`src/rtl/fetch_queue_pkg.sv`:
```
// Shared front-end definitions: fetch FSM states, datapath widths and the queue entry layout.
package cpu_pkg;

  localparam int unsigned INSTR_W = 32;
  localparam int unsigned ADDR_W  = 64;

  localparam logic [ADDR_W-1:0] PC_INC = 64'd4;

  typedef enum logic [1:0] {
    REQ     = 2'd0,
    WAIT    = 2'd1,
    DISCARD = 2'd2
  } fetch_state_e;

  typedef struct packed {
    logic [ADDR_W-1:0]  pc;
    logic [INSTR_W-1:0] instr;
  } fetch_entry_t;

endpackage

```
`src/rtl/fetch_queue_if.sv`:
```
// Fetch queue boundary: redirect input, instruction-memory handshake and decode handshake.
interface fetch_queue_if #(
  parameter int unsigned DEPTH = 4
);
  import cpu_pkg::*;

  logic                   redirect_valid;
  logic [ADDR_W-1:0]      redirect_pc;

  logic                   imem_req_valid;
  logic                   imem_req_ready;
  logic [ADDR_W-1:0]      imem_req_addr;
  logic                   imem_rsp_valid;
  logic [INSTR_W-1:0]     imem_rsp_data;

  logic                   dec_valid;
  logic                   dec_ready;
  logic [INSTR_W-1:0]     dec_instr;
  logic [ADDR_W-1:0]      dec_pc;
  logic [$clog2(DEPTH):0] fq_count;

  modport master (
    input  redirect_valid, redirect_pc,
    input  imem_req_ready, imem_rsp_valid, imem_rsp_data,
    input  dec_ready,
    output imem_req_valid, imem_req_addr,
    output dec_valid, dec_instr, dec_pc, fq_count
  );

  modport slave (
    output redirect_valid, redirect_pc,
    output imem_req_ready, imem_rsp_valid, imem_rsp_data,
    output dec_ready,
    input  imem_req_valid, imem_req_addr,
    input  dec_valid, dec_instr, dec_pc, fq_count
  );

endinterface

```
`src/rtl/fetch_queue_fifo.sv`:
```
// Instruction queue storage: circular buffer with push, pop, flush and occupancy count.
module fetch_fifo
  import cpu_pkg::*;
#(
  parameter int unsigned DEPTH = 4
) (
  input  logic                   clk,
  input  logic                   rst_n,
  input  logic                   push,
  input  logic                   pop,
  input  logic                   flush,
  input  fetch_entry_t           wdata,
  output fetch_entry_t           rdata,
  output logic [$clog2(DEPTH):0] count,
  output logic                   full
);

  localparam int unsigned PW = $clog2(DEPTH);
  localparam int unsigned CW = PW + 1;

  fetch_entry_t  mem [DEPTH];
  logic [PW-1:0] wr_ptr;
  logic [PW-1:0] rd_ptr;
  logic          do_push;
  logic          do_pop;

  assign full    = (count == CW'(DEPTH));
  assign do_push = push && !full;
  assign do_pop  = pop && (count != '0);
  assign rdata   = mem[rd_ptr];

  // Pointers wrap naturally because DEPTH is a power of two.
  always_ff @(posedge clk or negedge rst_n) begin
    if (!rst_n) begin
      wr_ptr <= '0;
      rd_ptr <= '0;
      count  <= '0;
    end else if (flush) begin
      wr_ptr <= '0;
      rd_ptr <= '0;
      count  <= '0;
    end else begin
      if (do_push) wr_ptr <= wr_ptr + PW'(1);
      if (do_pop)  rd_ptr <= rd_ptr + PW'(1);
      count <= count + CW'(do_push) - CW'(do_pop);
    end
  end

  always_ff @(posedge clk) begin
    if (do_push && !flush) mem[wr_ptr] <= wdata;
  end

endmodule

```
`src/rtl/fetch_queue.sv`:
```
// Instruction fetch front end: single-outstanding fetch FSM and PC feeding a decode queue.
module fetch_queue
  import cpu_pkg::*;
#(
  parameter int unsigned       DEPTH    = 4,
  parameter logic [ADDR_W-1:0] RESET_PC = 64'h0
) (
  input  logic          clk,
  input  logic          rst,
  fetch_queue_if.master fq
);

  fetch_state_e      state;
  fetch_state_e      state_n;
  logic [ADDR_W-1:0] pc;
  logic [ADDR_W-1:0] pc_n;
  logic [ADDR_W-1:0] pend_addr;
  logic [ADDR_W-1:0] pend_addr_n;
  logic              req_hs;
  logic              push;
  logic              flush;
  logic              full;
  fetch_entry_t      wentry;
  fetch_entry_t      head;

  assign fq.imem_req_valid = rst && (state == REQ) && !full;
  assign fq.imem_req_addr  = pc;
  assign req_hs            = fq.imem_req_valid && fq.imem_req_ready;

  assign fq.dec_valid = (fq.fq_count != '0);
  assign fq.dec_instr = head.instr;
  assign fq.dec_pc    = head.pc;

  assign wentry.pc    = pend_addr;
  assign wentry.instr = fq.imem_rsp_data;

  always_comb begin
    state_n     = state;
    pc_n        = pc;
    pend_addr_n = pend_addr;
    push        = 1'b0;
    flush       = 1'b0;

    case (state)
      REQ: begin
        if (req_hs) begin
          state_n     = WAIT;
          pc_n        = pc + PC_INC;
          pend_addr_n = pc;
        end
      end
      WAIT: begin
        if (fq.imem_rsp_valid) begin
          push    = 1'b1;
          state_n = REQ;
        end
      end
      DISCARD: begin
        if (fq.imem_rsp_valid) state_n = REQ;
      end
      default: state_n = REQ;
    endcase

    // Any state other than REQ after the normal update means a request is still in flight.
    if (fq.redirect_valid) begin
      push    = 1'b0;
      flush   = 1'b1;
      pc_n    = fq.redirect_pc;
      state_n = (state_n == REQ) ? REQ : DISCARD;
    end
  end

  always_ff @(posedge clk or negedge rst) begin
    if (!rst) begin
      state     <= REQ;
      pc        <= RESET_PC;
      pend_addr <= '0;
    end else begin
      state     <= state_n;
      pc        <= pc_n;
      pend_addr <= pend_addr_n;
    end
  end

  fetch_fifo #(
    .DEPTH (DEPTH)
  ) u_fifo (
    .clk   (clk),
    .rst_n (rst),
    .push  (push),
    .pop   (fq.dec_ready),
    .flush (flush),
    .wdata (wentry),
    .rdata (head),
    .count (fq.fq_count),
    .full  (full)
  );

endmodule

```
`src/flat_wrapper.sv`:
```
// flat-port wrapper written by rule: the top's interface ports become plain ports
module fetch_queue_flat import cpu_pkg::*;
#(
  parameter int unsigned       DEPTH    = 4,
  parameter logic [ADDR_W-1:0] RESET_PC = 64'h0
)
  (clk, rst, fq_redirect_valid, fq_redirect_pc, fq_imem_req_ready, fq_imem_rsp_valid, fq_imem_rsp_data, fq_dec_ready, fq_imem_req_valid, fq_imem_req_addr, fq_dec_valid, fq_dec_instr, fq_dec_pc, fq_fq_count);
  fetch_queue_if #(.DEPTH(DEPTH)) fq_i ();
  input  logic clk;
  input  logic rst;
  input wire logic [$bits(fq_i.redirect_valid)-1:0] fq_redirect_valid;
  input wire logic [$bits(fq_i.redirect_pc)-1:0] fq_redirect_pc;
  input wire logic [$bits(fq_i.imem_req_ready)-1:0] fq_imem_req_ready;
  input wire logic [$bits(fq_i.imem_rsp_valid)-1:0] fq_imem_rsp_valid;
  input wire logic [$bits(fq_i.imem_rsp_data)-1:0] fq_imem_rsp_data;
  input wire logic [$bits(fq_i.dec_ready)-1:0] fq_dec_ready;
  output wire logic [$bits(fq_i.imem_req_valid)-1:0] fq_imem_req_valid;
  output wire logic [$bits(fq_i.imem_req_addr)-1:0] fq_imem_req_addr;
  output wire logic [$bits(fq_i.dec_valid)-1:0] fq_dec_valid;
  output wire logic [$bits(fq_i.dec_instr)-1:0] fq_dec_instr;
  output wire logic [$bits(fq_i.dec_pc)-1:0] fq_dec_pc;
  output wire logic [$bits(fq_i.fq_count)-1:0] fq_fq_count;
  assign fq_i.redirect_valid = fq_redirect_valid;
  assign fq_i.redirect_pc = fq_redirect_pc;
  assign fq_i.imem_req_ready = fq_imem_req_ready;
  assign fq_i.imem_rsp_valid = fq_imem_rsp_valid;
  assign fq_i.imem_rsp_data = fq_imem_rsp_data;
  assign fq_i.dec_ready = fq_dec_ready;
  assign fq_imem_req_valid = fq_i.imem_req_valid;
  assign fq_imem_req_addr = fq_i.imem_req_addr;
  assign fq_dec_valid = fq_i.dec_valid;
  assign fq_dec_instr = fq_i.dec_instr;
  assign fq_dec_pc = fq_i.dec_pc;
  assign fq_fq_count = fq_i.fq_count;
  fetch_queue #(.DEPTH(DEPTH), .RESET_PC(RESET_PC)) u_core (.clk(clk), .rst(rst), .fq(fq_i));
endmodule
```
`config.mk`:
```
export PLATFORM = sky130hd
export DESIGN_NAME = fetch_queue_flat
export DESIGN_NICKNAME = d
export VERILOG_FILES = /design/src/rtl/fetch_queue_pkg.sv /design/src/rtl/fetch_queue_if.sv /design/src/rtl/fetch_queue_fifo.sv /design/src/rtl/fetch_queue.sv /design/src/flat_wrapper.sv
export SDC_FILE = /design/constraint.sdc
export NUM_CORES = 1
export LEC_CHECK = 0
export ABC_AREA = 1
export ABC_CLOCK_PERIOD_IN_PS = 5080
export CAP_MARGIN = 20
export CORE_ASPECT_RATIO = 1.75
export CORE_MARGIN = 10
export CORE_UTILIZATION = 50
export CTS_CLUSTER_DIAMETER = 80
export DETAILED_ROUTE_END_ITERATION = 10
export PLACE_DENSITY = 0.76
export SYNTH_ARGS = -nofsm -noshare
export SYNTH_HDL_FRONTEND = slang
export SYNTH_SLANG_ARGS = --single-unit
```
`constraint.sdc`:
```
create_clock -name clk -period 5.08 [get_ports clk]
set_clock_uncertainty 0.05 [all_clocks]
set_input_delay 0.762 -clock clk [delete_from_list [all_inputs] [get_ports clk]]
set_output_delay 0.762 -clock clk [all_outputs]
set_load 0.05 [all_outputs]
```
==> flow_summary_export.csv <==
group,metric,value,unit
placement,dp_hpwl,44650,µm
clock_network,ctsHoldBuffers,0,
critical_path,critPathLaunchType,"register",
sta,slew-limit-headroom,30.73,%
global_route,antenna_found_initial,0,
clock_network,cts_resized,0,
route,vias,15990,
sta,fmax,223.0,MHz
route,post-route-drc-count,0,
sta,hold_viol_final,0,
critical_path,path_class,"register to primary output",
critical_path,crit_fanout,60,
floorplan,core-area,0.04335,mm²
yosys,syn_avg_cell_area,10.78,µm²
clock_network,cts.clk_slew.worst_paths,0.07,ns
floorplan,row_count,101,
route,firstDrtPassIters,5,
sta,setup_viol,0,
placement,gp_congestion,1.003,
critical_path,crit_path_end_kind,"primary output",
route,final_antenna_net_count,0,
clock_network,root_buffer,"clkbuf_16",
route,dr.first_iter.drc_count,1432,
route,viasPerCell,5.579,
power,p_leak,0.009841,µW
yosys,syn_inst,2024,
floorplan,dieArea,0.05273,mm²
global_route,grt_pass1_wl,96270,µm
power,power_density,496.1,mW/mm²
layout,area_growth,21.49,%
min_path,worstHoldPathType,"input port to asynchronous set/reset pin",
layout,drive_gt1_share,5.609,%
sta,worstMarginPinSlew,1.031,ns
power,ir_drop,0.3644,mV
sta,period_needed,4.484,ns
floorplan,io_pins,267,
yosys,synth_seq_cells,521,
power,total_power,13150,µW
layout,n_fill_cell,3489,
global_route,grt_pass1_vias,15919,
route,post_drt_wl_per_cell,22.60,µm
yosys,synth_fp_nets,2137,
yosys,netlist_area,0.02182,mm²
yosys,synth_cell_types,34,
critical_path,worstPathRequired,4.27,ns
clock_network,clk_latency,0.57,ns
critical_path,startpoint,"u_core.u_fifo.rd_ptr[0]",
global_route,groute.usage.overall,24.16,%
status,status,"finished, final reports clean",
clock_network,cts_sinks,521,
global_route,grt.overflow.total,0,
layout,num-nets-final,2376,
floorplan,die_w,177.9,µm
critical_path,worstPathArrival,3.67,ns
floorplan,die_h,296.4,µm
clock_network,cts_tree,"yes",
sta,final-max-slew-violation-count,0,
layout,postLayoutCoreUtil,61.17,%
layout,antennaDiodeCount,0,
flow_run,drv_cap,0,
critical_path,r2r_start,"u_core.state[1]",
global_route,grt_max_degree,113,
sta,rsz0062_at_grt,"false",
yosys,ys_top_cells_by_area,"edfxtp_1 53%, dfrtp_1 16%, o21ai_0 7.2%, nand2_1 6.2%, nor2_1 5.5%",
clock_network,post-cts-setup-buffers,0,
yosys,synth_top_cell_by_area,"edfxtp_1",
yosys,synth_top_area_share,52.84,%
yosys,yosysSeqAreaShare,68.55,%
clock_network,cts.path.max_buffers,3,
clock_network,htree_levels,2,
route,wirelength,64780,µm
clock_network,numCtsBuffers,45,
yosys,yosysWarnings,0,
sta,post-route-period-util,88.28,%
placement,port_buffers,266,
floorplan,start_util,50.35,%
[worst paths after layout]
path	end	slack, ns	depth (start not counted)
min in group clk	u_core.u_fifo.mem[1][50]	0.47	0
min	u_core.u_fifo.count[2]	0.02	1
max in group asynchronous	u_core.pend_addr[55]	3.02	3
max reg2reg	u_core.fq.imem_req_addr[34]	2.07	8
min reg2reg	u_core.u_fifo.mem[1][50]	0.47	0
max	fq_dec_pc[22]	0.60	4
[stage by stage]
step / instance area (µm²) / cells / TNS [ns] / setup WS, ns / hold WS [ns]
floorplan: 21820 / 2024 / -266.18 / -0.6932 / 0.4164
global placement: 25090 / 2782 / 0 / 1.203 / 0.4345
detailed placement: 25090 / 2782 / 0 / 1.170 / 0.4506
CTS: 26510 / 2866 / 0 / 0.5679 / 0.02582
global route: 26510 / 2866 / 0 / 0.4576 / 0.03280
finish: 26510 / 2866 / 0 / 0.5955 / 0.02337
[layout by cell type, fill, tap and decap left out, drive strengths merged]
| master | Yosys | final |
|---|---|---|
| o22ai | 96 | 96 |
| o221ai | 3 | 3 |
| a31oi | 2 | 2 |
| ha | 10 | 10 |
| fa | 1 | 1 |
| clkinvlp | 0 | 5 |
| a21oi | 9 | 9 |
| clkbuf | 71 | 58 |
| clkinv | 1 | 19 |
| nand3 | 71 | 71 |
| clkdlybuf4s50 | 0 | 264 |
| nor2 | 330 | 330 |
| buf | 24 | 23 |
| nand3b | 1 | 1 |
| xor2 | 19 | 19 |
| o21bai | 13 | 13 |
| o211ai | 7 | 7 |
| nor3 | 1 | 1 |
| bufinv | 0 | 1 |
| nand4 | 11 | 11 |
| edfxtp | 384 | 384 |
| xnor2 | 1 | 1 |
| inv | 141 | 143 |
| dfrtp | 137 | 137 |
| nand2 | 368 | 368 |
| o21ai | 323 | 323 |
[flip-flops by register name, indices dropped and copies added (netlist names)]
| register | count |
|---|---|
| u_core.u_fifo.rd_ptr | 2 |
| u_core.u_fifo.mem | 384 |
| u_core.u_fifo.wr_ptr | 2 |
| u_core.state | 2 |
| u_core.fq.imem_req_addr | 64 |
| u_core.pend_addr | 64 |
| u_core.u_fifo.count | 3 |
[synthesized netlist by cell type]
library cell  instances
ha_1                 10
edfxtp_1            384
nor2_1              317
nand2_1             358
o21bai_1             12
xnor2_1               1
dfrtp_1             137
buf_1                 3
clkinv_1              1
clkbuf_1             71
buf_2                21
nor2_4                4
o21ai_1               8
nand4_4               1
a21oi_1               9
o21bai_2              1
o22ai_1              96
nor2_8                1
o21ai_0             315
inv_1               137
nand3_1              70
nand2_2               9
nand2_4               1
fa_1                  1
o221ai_1              3
a31oi_1               2
xor2_1               19
nor3_1                1
nor2_2                8
nand3b_1              1
nand4_1              10
inv_2                 4
o211ai_1              7
nand3_2               1
[final cells by class]
class | instances | area, µm² | area share, %
Multi-Input combinational cell | 1266 | 5978 | 22.55
Inverter | 142 | 538.0 | 2.029
Tap cell | 566 | 708.2 | 2.671
Clock buffer | 58 | 1226 | 4.625
Clock inverter | 26 | 195.2 | 0.7362
Sequential cell | 521 | 14960 | 56.44
Timing Repair Buffer | 287 | 2904 | 10.95
[kinds of logic (layout without fill, tap and decap cells)]
logic type / after synthesis / after routing / synth area share [%]
and+or+nand+nor: 782 / 782 / 14.54
DFF: 521 / 521 / 68.55
AOI/OAI and AO/OA: 453 / 453 / 11.25
buffers and inverters: 237 / 513 / 4.197
xor gates and xnor gates: 20 / 20 / 0.8027
adders and majority gates: 11 / 11 / 0.6651
[critical path: stages, from the launching register on]
cell	delay, ns
dfrtp_4	0.85
buf_4	0.61
o21ai_0	0.21
o22ai_1	0.49
clkdlybuf4s50_1	0.91
[routing by layer]
metal	vias to the layer above	routed length, µm	GRT usage [%]
met2	562	33870	42.85
met3	127	3703	3.557
met1	7834	23680	27.52
met4	0	3524	12.77
li1	7467	-	-
met5	-	0	0
[power breakdown]
part | leakage (µW) | total (µW) | switching [µW] | internal (µW)
Sequential | 0.00518 | 5810 | 556 | 5260
Clock | 0.000687 | 3300 | 1520 | 1780
Combinational | 0.00397 | 4040 | 2850 | 1190
Total | 0.00984 | 13200 | 4920 | 8230
No activity file was read; power rests on OpenSTA's default activity.
